$ cat src/rtl/disp_pkg.sv
`default_nettype none
// ============================================================================
//  Module      : disp_pkg
//  Description : Shared state/field codes, default timing constants and the
//                per-digit blank-mask helper for the display scheduler.
//  Revision    : 1.0  initial release
// ============================================================================
package disp_pkg;

    // Display source / scheduler state, also presented on the src output
    typedef enum logic [1:0] {
        ST_TIME = 2'd0,
        ST_SHOW = 2'd1,
        ST_SET  = 2'd2,
        ST_RING = 2'd3
    } state_e;

    // Field currently being edited in set mode
    typedef enum logic [1:0] {
        FLD_HH   = 2'd0,
        FLD_MM   = 2'd1,
        FLD_SS   = 2'd2,
        FLD_NONE = 2'd3
    } field_e;

    localparam int C_BLINK_HALF_DEF = 500;   // 500 ms half-period at 1 kHz
    localparam int C_HOLD_MS_DEF    = 3000;  // 3 s alarm-time display

    // Digits to darken for a given state/field during the dark blink phase.
    // bit5 corresponds to the leftmost digit (data_out[23:20]).
    function automatic logic [5:0] blank_mask(input state_e st,
                                              input field_e fld,
                                              input logic   phase);
        logic [5:0] m;
        m = 6'b000000;
        if (phase) begin
            case (st)
                ST_SET: begin
                    case (fld)
                        FLD_HH:  m = 6'b110000;
                        FLD_MM:  m = 6'b001100;
                        FLD_SS:  m = 6'b000011;
                        default: m = 6'b000000;
                    endcase
                end
                ST_RING: m = 6'b111111;
                default: m = 6'b000000;
            endcase
        end
        return m;
    endfunction

endpackage
`default_nettype wire

$ cat src/rtl/disp_sched_blink_gen.sv
`default_nettype none
// ============================================================================
//  Module      : blink_gen
//  Description : Blink phase generator. Counts 0..BLINK_HALF-1, toggles the
//                phase at each wrap; restart forces a fresh visible phase.
//                Exposes the next-state phase so the parent can register a
//                mask that lines up with the counter it is derived from.
//  Revision    : 1.0  initial release
// ============================================================================
module blink_gen
    import disp_pkg::*;
#(
    parameter int BLINK_HALF = C_BLINK_HALF_DEF
) (
    input  logic clk,
    input  logic rst,
    input  logic restart_i,
    output logic phase_nxt_o
);

    // Guard against a zero-width counter when BLINK_HALF is 1
    localparam int              c_CW      = (BLINK_HALF > 1) ? $clog2(BLINK_HALF) : 1;
    localparam logic [c_CW-1:0] c_CNT_MAX = c_CW'(BLINK_HALF - 1);

    logic [c_CW-1:0] blink_cnt_q;
    logic [c_CW-1:0] blink_cnt_d;
    logic            phase_q;
    logic            phase_d;

    // Next count/phase: restart wins, otherwise count and toggle on wrap
    always_comb begin
        blink_cnt_d = blink_cnt_q + 1'b1;
        phase_d     = phase_q;
        if (restart_i) begin
            blink_cnt_d = '0;
            phase_d     = 1'b0;
        end else if (blink_cnt_q == c_CNT_MAX) begin
            blink_cnt_d = '0;
            phase_d     = ~phase_q;
        end
    end

    // Counter and phase registers
    always_ff @(posedge clk) begin
        if (rst) begin
            blink_cnt_q <= '0;
            phase_q     <= 1'b0;
        end else begin
            blink_cnt_q <= blink_cnt_d;
            phase_q     <= phase_d;
        end
    end

    assign phase_nxt_o = phase_d;

endmodule
`default_nettype wire

$ cat src/rtl/disp_sched.sv
`default_nettype none
// ============================================================================
//  Module      : disp_sched
//  Description : Display scheduler for the 6-digit time display. Arbitrates
//                time / alarm / set-buffer sources (SET > RING > SHOW > TIME),
//                runs the show-alarm hold timer and produces the registered
//                data word, per-digit blank mask and active-source code.
//  Revision    : 1.0  initial release
// ============================================================================
module disp_sched
    import disp_pkg::*;
#(
    parameter int BLINK_HALF = C_BLINK_HALF_DEF,
    parameter int HOLD_MS    = C_HOLD_MS_DEF
) (
    input  logic        clk_1khz,
    input  logic        rst,
    input  logic [23:0] time_bcd,
    input  logic [23:0] alarm_bcd,
    input  logic [23:0] set_bcd,
    input  logic        set_en,
    input  logic [1:0]  set_field,
    input  logic        ring,
    input  logic        show_alm,
    output logic [23:0] data_out,
    output logic [5:0]  blank,
    output logic [1:0]  src
);

    localparam int              c_HW        = (HOLD_MS > 1) ? $clog2(HOLD_MS) : 1;
    localparam logic [c_HW-1:0] c_HOLD_LOAD = c_HW'(HOLD_MS - 1);

    state_e          state_q;
    state_e          state_d;
    logic [c_HW-1:0] hold_cnt_q;
    logic [c_HW-1:0] hold_cnt_d;
    logic            show_prev_q;
    field_e          field_q;
    logic [23:0]     data_q;
    logic [23:0]     data_d;
    logic [5:0]      blank_q;
    logic [5:0]      blank_d;

    logic            w_show_edge;
    logic            w_restart;
    logic            w_phase_nxt;

    // show_prev resets high so a key held through reset release is not an edge
    assign w_show_edge = show_alm & ~show_prev_q;

    // State, hold timer and output registers
    always_ff @(posedge clk_1khz) begin
        if (rst) begin
            state_q     <= ST_TIME;
            hold_cnt_q  <= '0;
            show_prev_q <= 1'b1;
            field_q     <= FLD_NONE;
            data_q      <= '0;
            blank_q     <= '0;
        end else begin
            state_q     <= state_d;
            hold_cnt_q  <= hold_cnt_d;
            show_prev_q <= show_alm;
            field_q     <= field_e'(set_field);
            data_q      <= data_d;
            blank_q     <= blank_d;
        end
    end

    // Arbitration, hold timer, blink restart and data/mask selection
    always_comb begin
        state_d    = ST_TIME;
        hold_cnt_d = '0;
        data_d     = time_bcd;
        w_restart  = 1'b0;

        if (set_en) begin
            state_d = ST_SET;
        end else if (ring) begin
            state_d = ST_RING;
        end else if ((hold_cnt_q != '0) || w_show_edge) begin
            state_d = ST_SHOW;
        end

        // Hold only survives in SHOW; SET/RING abort it and edges there are lost
        if (state_d == ST_SHOW) begin
            hold_cnt_d = w_show_edge ? c_HOLD_LOAD : (hold_cnt_q - 1'b1);
        end

        case (state_d)
            ST_SHOW: data_d = alarm_bcd;
            ST_SET:  data_d = set_bcd;
            default: data_d = time_bcd;
        endcase

        // A new state, or a new field while editing, starts in the visible phase
        w_restart = (state_d != state_q) ||
                    ((state_d == ST_SET) && (field_e'(set_field) != field_q));

        blank_d = blank_mask(state_d, field_e'(set_field), w_phase_nxt);
    end

    blink_gen #(
        .BLINK_HALF (BLINK_HALF)
    ) u_blink_gen (
        .clk         (clk_1khz),
        .rst         (rst),
        .restart_i   (w_restart),
        .phase_nxt_o (w_phase_nxt)
    );

    assign data_out = data_q;
    assign blank    = blank_q;
    assign src      = state_q;

endmodule
`default_nettype wire

$ cat config.mk
export PLATFORM = sky130hd
export DESIGN_NAME = disp_sched
export DESIGN_NICKNAME = d
export VERILOG_FILES = /design/src/rtl/disp_pkg.sv /design/src/rtl/disp_sched_blink_gen.sv /design/src/rtl/disp_sched.sv
export SDC_FILE = /design/constraint.sdc
export NUM_CORES = 1
export LEC_CHECK = 0
export BUFFER_PORTS_ARGS = -buffer_cell sky130_fd_sc_hd__buf_2
export CAP_MARGIN = 25
export CORE_ASPECT_RATIO = 0.8
export CORE_MARGIN = 3
export CORE_UTILIZATION = 47
export CTS_CLUSTER_DIAMETER = 40
export DETAILED_ROUTE_END_ITERATION = 10
export HOLD_SLACK_MARGIN = 0.02
export PLACE_DENSITY = 0.82
export SYNTH_ARGS = -nofsm -noshare
export SYNTH_HDL_FRONTEND = slang
export SYNTH_SLANG_ARGS = --single-unit
$ cat constraint.sdc
create_clock -name clk_1khz -period 3.1 [get_ports clk_1khz]
set_input_delay 0.62 -clock clk_1khz [delete_from_list [all_inputs] [get_ports clk_1khz]]
set_output_delay 0.62 -clock clk_1khz [all_outputs]
set_load 0.03 [all_outputs]
==> results of run 1 <==
[Yosys cell counts, drive strengths merged]
library cell,n,share of area
nor2,63,0.097
dfxtp,54,0.45
a21oi,37,0.076
a22oi,24,0.074
clkbuf,16,0.025
nor4,14,0.039
xnor2,11,0.040
nand2,10,0.019
xor2,7,0.025
buf,6,0.018
inv,6,0.0093
nand3,5,0.010
ha,4,0.021
nand2b,4,0.010
nand4,3,0.0077
nor3,3,0.0062
o21ai,3,0.0062
or2,3,0.0077
nor2b,2,0.0052
nor3b,2,0.0082
or3,2,0.0052
or4,2,0.0077
a21boi,1,0.0031
a41oi,1,0.0036
and4,1,0.0036
nand3b,1,0.0082
nor4bb,1,0.0041
o211ai,1,0.0031
o21a,1,0.0062
o21bai,1,0.0031
o31ai,1,0.0031
[layer usage]
metal  global-route usage  vias up  share of wire
met5                    0        -              0
met4               0.0433        0         0.0036
met3               0.0566        2          0.094
met2                0.351       99           0.46
met1                0.250     1076           0.44
li1                     -     1203              -
[cells by family after synthesis]
logic type,Yosys count
and+or+nand+nor,116
AOI/OAI and AO/OA,70
DFF,54
buffers and inverters,28
xor gates and xnor gates,18
adders and majority gates,4
[state kept, by name (all words and copies together) (netlist names)]
name,flops
u_blink_gen.phase_q,1
blank,3
u_blink_gen.blink_cnt_q,9
field_q,2
show_prev_q,1
hold_cnt_q,12
data_out,24
src,2
[per-stage QoR]
stage / cell area, um^2 / total power (W) / setup slack [ns] / util / instances
global placement: 2990 / 0.00112 / 0.527 / 0.624 / 443
finish: 3100 / 0.00156 / 0.450 / 0.647 / 451
global route: 3100 / 0.00165 / 0.197 / 0.647 / 451
CTS: 3100 / 0.00158 / 0.439 / 0.647 / 451
floorplan: 2430 / 0.00101 / 0.702 / - / 290
detailed placement: 2990 / 0.00112 / 0.458 / 0.624 / 443
[worst max-delay path, cell delays in order, from the launching register on]
cell,delay (ns)
dfxtp_1,0.35
inv_1,0.07
ha_1,0.17
nor3b_2,0.37
nand2_4,0.11
o21bai_1,0.27
inv_1,0.08
ha_1,0.52
a22oi_1,0.34
nor2_1,0.07
a21oi_1,0.12
nor2_1,0.05
[cell type report]
type | count | area, um^2
clock buffer | 5 | 68.8
multi-input combinational | 208 | 1220
timing repair buffer | 115 | 588
clock inverter | 3 | 40.0
fill | 418 | 1690
inverter | 6 | 22.5
tap | 60 | 75.1
sequential | 54 | 1080
[how the worst min path moves through the flow]
| stage | startpoint | to | slack, ns | depth (start not counted) |
|---|---|---|---|---|
| after floorplan | hold_cnt_q[0] | hold_cnt_q[0] | 0.45 | 1 |
| after global placement | hold_cnt_q[0] | hold_cnt_q[0] | 0.46 | 1 |
| after detailed placement | hold_cnt_q[0] | hold_cnt_q[0] | 0.49 | 1 |
| after CTS | hold_cnt_q[0] | hold_cnt_q[0] | 0.51 | 1 |
| after global routing | show_alm | show_prev_q | 0.53 | 2 |
| final | hold_cnt_q[0] | hold_cnt_q[0] | 0.51 | 1 |
[power by group through the flow]
stage                     Clock (W)  Combinational (W)  Sequential [W]
after CTS                  0.000470           0.000362        0.000749
after global routing       0.000501           0.000398        0.000753
after detailed placement          0           0.000360        0.000765
final                      0.000452           0.000360        0.000748
after global placement            0           0.000354        0.000763
after floorplan                   0           0.000179        0.000829
==> results.sh, run 1 <==
export IMPL_synth_mux_area_frac=0
export IMPL_powerDensity_nw_per_um2=504
export IMPL_finalClockSkew_ns=0.00585
export IMPL_cts_tree="built"
export IMPL_crit_path_max_fanout=25
export IMPL_end_kind="flip-flop"
export IMPL_critPathArrivalTime_ns=2.82
export IMPL_avgSynthCellArea_um2=8.37
export IMPL_core_area_um2=4790
export IMPL_ff2ff_setup_slack_ns=0.45
export IMPL_finalCriticalPeriod_ns=2.65
export IMPL_cts_sinks=54
export IMPL_setup_violations=0
export IMPL_io_pins=111
export IMPL_clk_latency_ns=0.29
export IMPL_synth_compound_area_frac=0.179
export IMPL_drv_cap=0
export IMPL_holdWs_ns=0.512
export IMPL_post_cts_buffers=0
export IMPL_clk_pin_slew_ns=0.09
export IMPL_p_comb_frac=0.231
export IMPL_synth_distinct_cells=39
export IMPL_fmax_mhz=377
export IMPL_p_sw_frac=0.290
export IMPL_crit_type="reg2reg"
export IMPL_drv_slew=0
export IMPL_io_buffers=110
export IMPL_cts_root_buf="clkbuf_8"
export IMPL_seqPwrFrac=0.480
export IMPL_place_hpwl_um=4610
export IMPL_drive_above_1_share=0.338
export IMPL_endpoint="data_out[2]"
export IMPL_numCtsBuffers=5
export IMPL_layout_commonest_cell="buf_2"
export IMPL_start_kind="flip-flop"
export IMPL_drtAntennaViolNets=0
export IMPL_synth_top_family_by_area="simple AND/OR/NAND/NOR gates"
export IMPL_worst_pin_slew_ns=0.951
export IMPL_rsz0062_at_grt="no"
export IMPL_drt_initial_drc_count=128
export IMPL_leakagePower_nw=1.45
export IMPL_synth_warnings=0
export IMPL_die_w_um=86.4
export IMPL_vias=2380
export IMPL_slew_headroom=0.366
export IMPL_switchingPower_w=0.000452
export IMPL_required_ns=3.27
export IMPL_drc_errors=0
export IMPL_finalCritPeriodShare=0.855
export IMPL_reg2regPathDepth=11
export IMPL_yosys_area_share_simple=0.239
export IMPL_antenna_cells=0
export IMPL_cts_resized=0
export IMPL_syn_inst=290
export IMPL_cts_htree_levels=2
export IMPL_clockPowerShare=0.290
export IMPL_grt_use_total=0.203
export IMPL_rr_startpoint="hold_cnt_q[0]"
export IMPL_viasPerCell=5.28
export IMPL_drt_total_wl_um=6140
export IMPL_startpoint="hold_cnt_q[0]"
export IMPL_place_congestion=0.845
export IMPL_ys_seq_elements=54
export IMPL_ys_seq_area_frac=0.445
export IMPL_regToRegEndpoint="data_out[2]"
export IMPL_antenna_found_initial=0
export IMPL_nets=473
export IMPL_die_area_um2=6070
export IMPL_rows=22
export IMPL_synth_xor_area_share=0.0649
export IMPL_start_util=0.507
export IMPL_layout_common_cells="110 x buf_2, 63 x nor2_1, 54 x dfxtp_1"
export IMPL_fin_setup_tns_ns=0
export IMPL_peakVddDrop_v=0.000325
export IMPL_overflow=0
export IMPL_firstDrtPassIters=4
export IMPL_clock_path_buffers=2
export IMPL_status="finished clean"
export IMPL_internal_power_w=0.00111
export IMPL_grt_pass1_wl_um=10000
export IMPL_synth_adder_area_share=0.0206
export IMPL_grt_max_degree=49
export IMPL_hold_buffers=0
export IMPL_post_drt_wl_per_cell_um=13.6
export IMPL_hold_violations=0
export IMPL_syn2layout_area_growth_pct=27.6
export IMPL_syn_nets=373
export IMPL_mappedNetlistArea_um2=2430
export IMPL_min_path_type="reg2reg"
export IMPL_grt_pass1_vias=2278
export IMPL_die_y_um=70.3
No activity file was read; power rests on OpenSTA's default activity.
==> run 2: changes to the inputs <==
- CELL_PAD_IN_SITES_DETAIL_PLACEMENT: unset -> 1
- CELL_PAD_IN_SITES_GLOBAL_PLACEMENT: unset -> 1
- CORE_UTILIZATION: 47 -> 33
==> run 2 against run 1 <==
Net effect: largest cell class unchanged; count of clock-buffer cells in the layout rose by 2; register-to-register slack barely moved; critical path type unchanged; routed wire length rose by 15%; clock power fell by 10%.
==> results.sh, run 2 (synthesis results as in run 1) <==
export IMPL_hold_start="show_alm"
export IMPL_antenna_found_initial=0
export IMPL_io_pins=111
export IMPL_fin_setup_tns_ns=0
export IMPL_grt_pass1_vias=2460
export IMPL_clockPowerShare=0.267
export IMPL_holdWs_ns=0.513
export IMPL_rsz0062_at_grt="no"
export IMPL_powerDensity_nw_per_um2=489
export IMPL_fillers=916
export IMPL_seqPwrFrac=0.492
export IMPL_cts_root_buf="clkbuf_8"
export IMPL_required_ns=3.28
export IMPL_fmax_mhz=379
export IMPL_cts_resized=0
export IMPL_clk_pin_slew_ns=0.10
export IMPL_hold_path_depth=2
export IMPL_switchingPower_w=0.000468
export IMPL_antenna_cells=0
export IMPL_p_comb_frac=0.240
export IMPL_post_cts_buffers=0
export IMPL_layout_commonest_cell="buf_2"
export IMPL_drv_cap=0
export IMPL_rr_startpoint="hold_cnt_q[0]"
export IMPL_slew_headroom=0.351
export IMPL_nets=472
export IMPL_layout_common_cells="110 x buf_2, 63 x nor2_1, 54 x dfxtp_1"
export IMPL_drc_errors=0
export IMPL_hold_buffers=0
export IMPL_hold_violations=0
export IMPL_fin_area_um2=3110
export IMPL_drt_initial_drc_count=79
export IMPL_drive_above_1_share=0.333
export IMPL_peakVddDrop_v=0.000230
export IMPL_drt_total_wl_um=7070
export IMPL_worst_pin_slew_ns=0.973
export IMPL_syn2layout_area_growth_pct=27.9
export IMPL_end_kind="flip-flop"
export IMPL_critPathArrivalTime_ns=2.82
export IMPL_p_sw_frac=0.308
export IMPL_post_drt_wl_per_cell_um=14.8
export IMPL_largest_register_ffs=24
export IMPL_finalCriticalPeriod_ns=2.64
export IMPL_drtAntennaViolNets=0
export IMPL_cts_sinks=54
export IMPL_drv_slew=0
export IMPL_finalCritPeriodShare=0.852
export IMPL_grt_pass1_wl_um=11300
export IMPL_viasPerCell=5.09
export IMPL_firstDrtPassIters=4
export IMPL_start_kind="flip-flop"
export IMPL_die_area_um2=8430
export IMPL_finalClockSkew_ns=0.00541
export IMPL_setup_violations=0
export IMPL_min_path_type="in2reg"
export IMPL_status="finished clean"
export IMPL_crit_path_max_fanout=25
export IMPL_clock_path_buffers=2
export IMPL_numCtsBuffers=5
export IMPL_crit_type="reg2reg"
export IMPL_core_area_um2=7030
export IMPL_place_congestion=0.783
export IMPL_rows=27
export IMPL_overflow=0
export IMPL_cts_htree_levels=2
export IMPL_internal_power_w=0.00105
export IMPL_leakagePower_nw=1.43
export IMPL_die_w_um=102
export IMPL_reg2regPathDepth=11
export IMPL_dpl_instance_area_um2=3020
export IMPL_multi_input_area_um2=1220
export IMPL_seq_area_um2=1080
export IMPL_cts_tree="built"
export IMPL_startpoint="hold_cnt_q[0]"
export IMPL_vias=2427
export IMPL_grt_max_degree=49
export IMPL_grt_use_total=0.170
export IMPL_place_hpwl_um=5360
export IMPL_clk_latency_ns=0.30
export IMPL_start_util=0.346
export IMPL_io_buffers=110
export IMPL_die_y_um=82.7
## run 2: changes by cell type in the layout (fill, tap and decap cells not counted), sizes merged
cell / previous run / this run
clkbuf: 5 / 7
buf: 115 / 114
bufinv: 1 / 0
clkinv: 2 / 1
## run 2: through the flow
stage	total power (W)	cells	utilization	setup WS [ns]
3_3_place_gp	0.00112	469	0.429	0.499
3_5_place_dp	0.00113	469	0.429	0.441
2_1_floorplan	0.00101	290	-	0.702
4_1_cts	0.00154	477	0.442	0.454
5_1_grt	0.00160	477	0.442	0.165
6_report	0.00152	477	0.442	0.460
## run 2: power by group through the flow
stage,logic (W),registers (W),clock network [W]
after floorplan,0.000179,0.000829,0
after global placement,0.000360,0.000762,0
after detailed placement,0.000367,0.000764,0
after CTS,0.000368,0.000748,0.000423
after global routing,0.000406,0.000752,0.000445
final,0.000365,0.000747,0.000406
## run 2: worst paths after layout
kind | endpoint | slack [ns]
worst max-delay path | data_out[16] | 0.46
worst max register to register | data_out[16] | 0.46
worst min-delay path | show_prev_q | 0.51
worst min register to register | hold_cnt_q[3] | 0.53
## run 2: area by class of cell
cell class,instances,share of cell area
well taps,87,0.0350
flip-flops and latches,54,0.348
inverters,6,0.00725
clock inverters,1,0.00161
multi-input cells,208,0.393
repair buffers,114,0.187
clock buffers,7,0.0278
## run 2: layer usage
metal  track usage  share of wire  vias up
li1              -              -     1205
met1         0.203           0.43     1131
met2         0.293           0.48       86
met3        0.0630          0.087        5
met4        0.0406         0.0084        0
met5             0              0        -
## run 2: critical path: stages (launching register included)
cell	delay (ns)
dfxtp_1	0.36
inv_1	0.07
ha_1	0.17
nor3b_2	0.38
nand2_4	0.11
o21bai_1	0.25
inv_1	0.07
ha_1	0.53
a22oi_1	0.31
nor2_1	0.07
a21oi_1	0.14
nor2_1	0.06
==> run 3: changes to the inputs <==
- clock period: 3.1 -> 3 ns (I/O delays scaled with it)
==> run 3 against run 2 <==
Net effect: via count is 0.49% lower; global-route usage barely moved; combinational power increased by 5%; die area unchanged; sequential power grew 3.5%; cell count grew 0.63%; routed wire length is 0.76% higher; count of clock-buffer cells in the layout is the same; largest power group unchanged; first-iteration DRC count increased by 6.3%; critical path depth grew 1; worst hold slack worse by 0.023 ns; critical path type unchanged.
==> results.sh, run 3 (synthesis results as in run 1) <==
export IMPL_status="finished clean"
export IMPL_crit_buf_inv=3
export IMPL_firstDrtPassIters=4
export IMPL_holdWs_ns=0.490
export IMPL_cts_sinks=54
export IMPL_hold_violations=0
export IMPL_io_buffers=110
export IMPL_finalClockSkew_ns=0.00882
export IMPL_seq_area_um2=1080
export IMPL_ff2ff_setup_slack_ns=0.54
export IMPL_clk_latency_ns=0.31
export IMPL_placed_cells=471
export IMPL_grt_max_degree=49
export IMPL_fin_setup_tns_ns=0
export IMPL_clock_path_buffers=2
export IMPL_post_drt_wl_per_cell_um=14.8
export IMPL_min_path_type="in2reg"
export IMPL_critPathArrivalTime_ns=2.65
export IMPL_nets=475
export IMPL_slew_headroom=0.614
export IMPL_finalCritPeriodShare=0.821
export IMPL_die_area_um2=8430
export IMPL_fmax_mhz=406
export IMPL_worst_pin_slew_ns=0.579
export IMPL_required_ns=3.18
export IMPL_cts_tree="built"
export IMPL_drt_initial_drc_count=84
export IMPL_slowest_delay_ns=0.36
export IMPL_post_cts_buffers=0
export IMPL_cp_cell_sequence="inv_1, ha_1, nor3b_2, nand2_4, o21bai_1, inv_1, ha_1, buf_16, a22oi_1, nor2_1, a21oi_1, nor2_1"
export IMPL_antenna_found_initial=0
export IMPL_drv_slew=0
export IMPL_drt_total_wl_um=7120
export IMPL_hold_start="show_alm"
export IMPL_setup_violations=0
export IMPL_viasPerCell=5.03
export IMPL_clk_pin_slew_ns=0.09
export IMPL_start_kind="flip-flop"
export IMPL_rsz0062_at_grt="no"
export IMPL_cts_root_buf="clkbuf_8"
export IMPL_overflow=0
export IMPL_fillers=888
export IMPL_syn2layout_area_growth_pct=29.7
export IMPL_peakVddDrop_v=0.000180
export IMPL_grt_use_total=0.170
export IMPL_cp_slowest_cell="nor3b_2"
export IMPL_grt_pass1_vias=2397
export IMPL_cts_htree_levels=2
export IMPL_leakagePower_nw=1.45
export IMPL_multi_input_area_um2=1220
export IMPL_total_power_w=0.00158
export IMPL_die_w_um=102
export IMPL_fin_cells=480
export IMPL_vias=2415
export IMPL_core_area_um2=7030
export IMPL_powerDensity_nw_per_um2=501
export IMPL_crit_type="reg2reg"
export IMPL_rows=27
export IMPL_place_hpwl_um=5410
export IMPL_crit_family="compound AO/OA/AOI/OAI gates"
export IMPL_hold_buffers=0
export IMPL_layout_commonest_cell="buf_2"
export IMPL_drc_errors=0
export IMPL_largest_register_ffs=24
export IMPL_layout_common_cells="110 x buf_2, 63 x nor2_1, 54 x dfxtp_1"
export IMPL_rr_startpoint="hold_cnt_q[0]"
export IMPL_hold_path_endpoint="show_prev_q"
export IMPL_reg2regPathDepth=12
export IMPL_regToRegEndpoint="data_out[13]"
export IMPL_end_kind="flip-flop"
export IMPL_io_pins=111
export IMPL_hold_path_depth=2
export IMPL_drive_above_1_share=0.338
export IMPL_crit_path_max_fanout=24
export IMPL_drv_cap=0
export IMPL_antenna_cells=0
export IMPL_finalCriticalPeriod_ns=2.46
export IMPL_start_util=0.346
export IMPL_cts_resized=0
export IMPL_die_y_um=82.7
export IMPL_place_congestion=0.779
export IMPL_numCtsBuffers=5
export IMPL_drtAntennaViolNets=0
export IMPL_grt_pass1_wl_um=11200
export IMPL_startpoint="hold_cnt_q[0]"
run 3: cell count changes in the layout (fill, tap and decap cells not counted):
cell    delta
buf_4      +2
buf_16     +1
run 3: report_power, final:
part           switching [W]  leakage [nW]  internal [W]  total, W
clock               0.000235        0.0482      0.000187  0.000422
combinational       0.000236         0.962      0.000147  0.000383
sequential         0.0000154         0.442      0.000757  0.000773
run 3: stage by stage:
step | setup WS [ns] | cell area [um^2] | util
2_1_floorplan | 0.622 | 2430 | -
3_3_place_gp | 0.450 | 3030 | 0.431
3_5_place_dp | 0.325 | 3030 | 0.431
4_1_cts | 0.301 | 3120 | 0.444
5_1_grt | 0.336 | 3150 | 0.448
6_report | 0.537 | 3150 | 0.448
run 3: layer usage:
layer  up-vias  GRT usage  share of wire
met4         0     0.0433         0.0062
met1      1115      0.205           0.43
met2        80      0.281           0.48
met5         -          0              0
li1       1213          -              -
met3         7     0.0739          0.081
run 3: worst max-delay path by stage:
stage	end	slack, ns	cells after the start
floorplan	data_out[22]	0.62	11
global placement	data_out[16]	0.45	10
detailed placement	data_out[13]	0.33	11
CTS	data_out[7]	0.30	11
global route	data_out[13]	0.34	12
finish	data_out[13]	0.54	12
run 3: final cells by class:
class | count | share of cell area
multi-input combinational | 208 | 0.388
tap | 87 | 0.0346
inverter | 6 | 0.00715
clock buffer | 7 | 0.0274
sequential | 54 | 0.343
timing repair buffer | 117 | 0.198
clock inverter | 1 | 0.00159
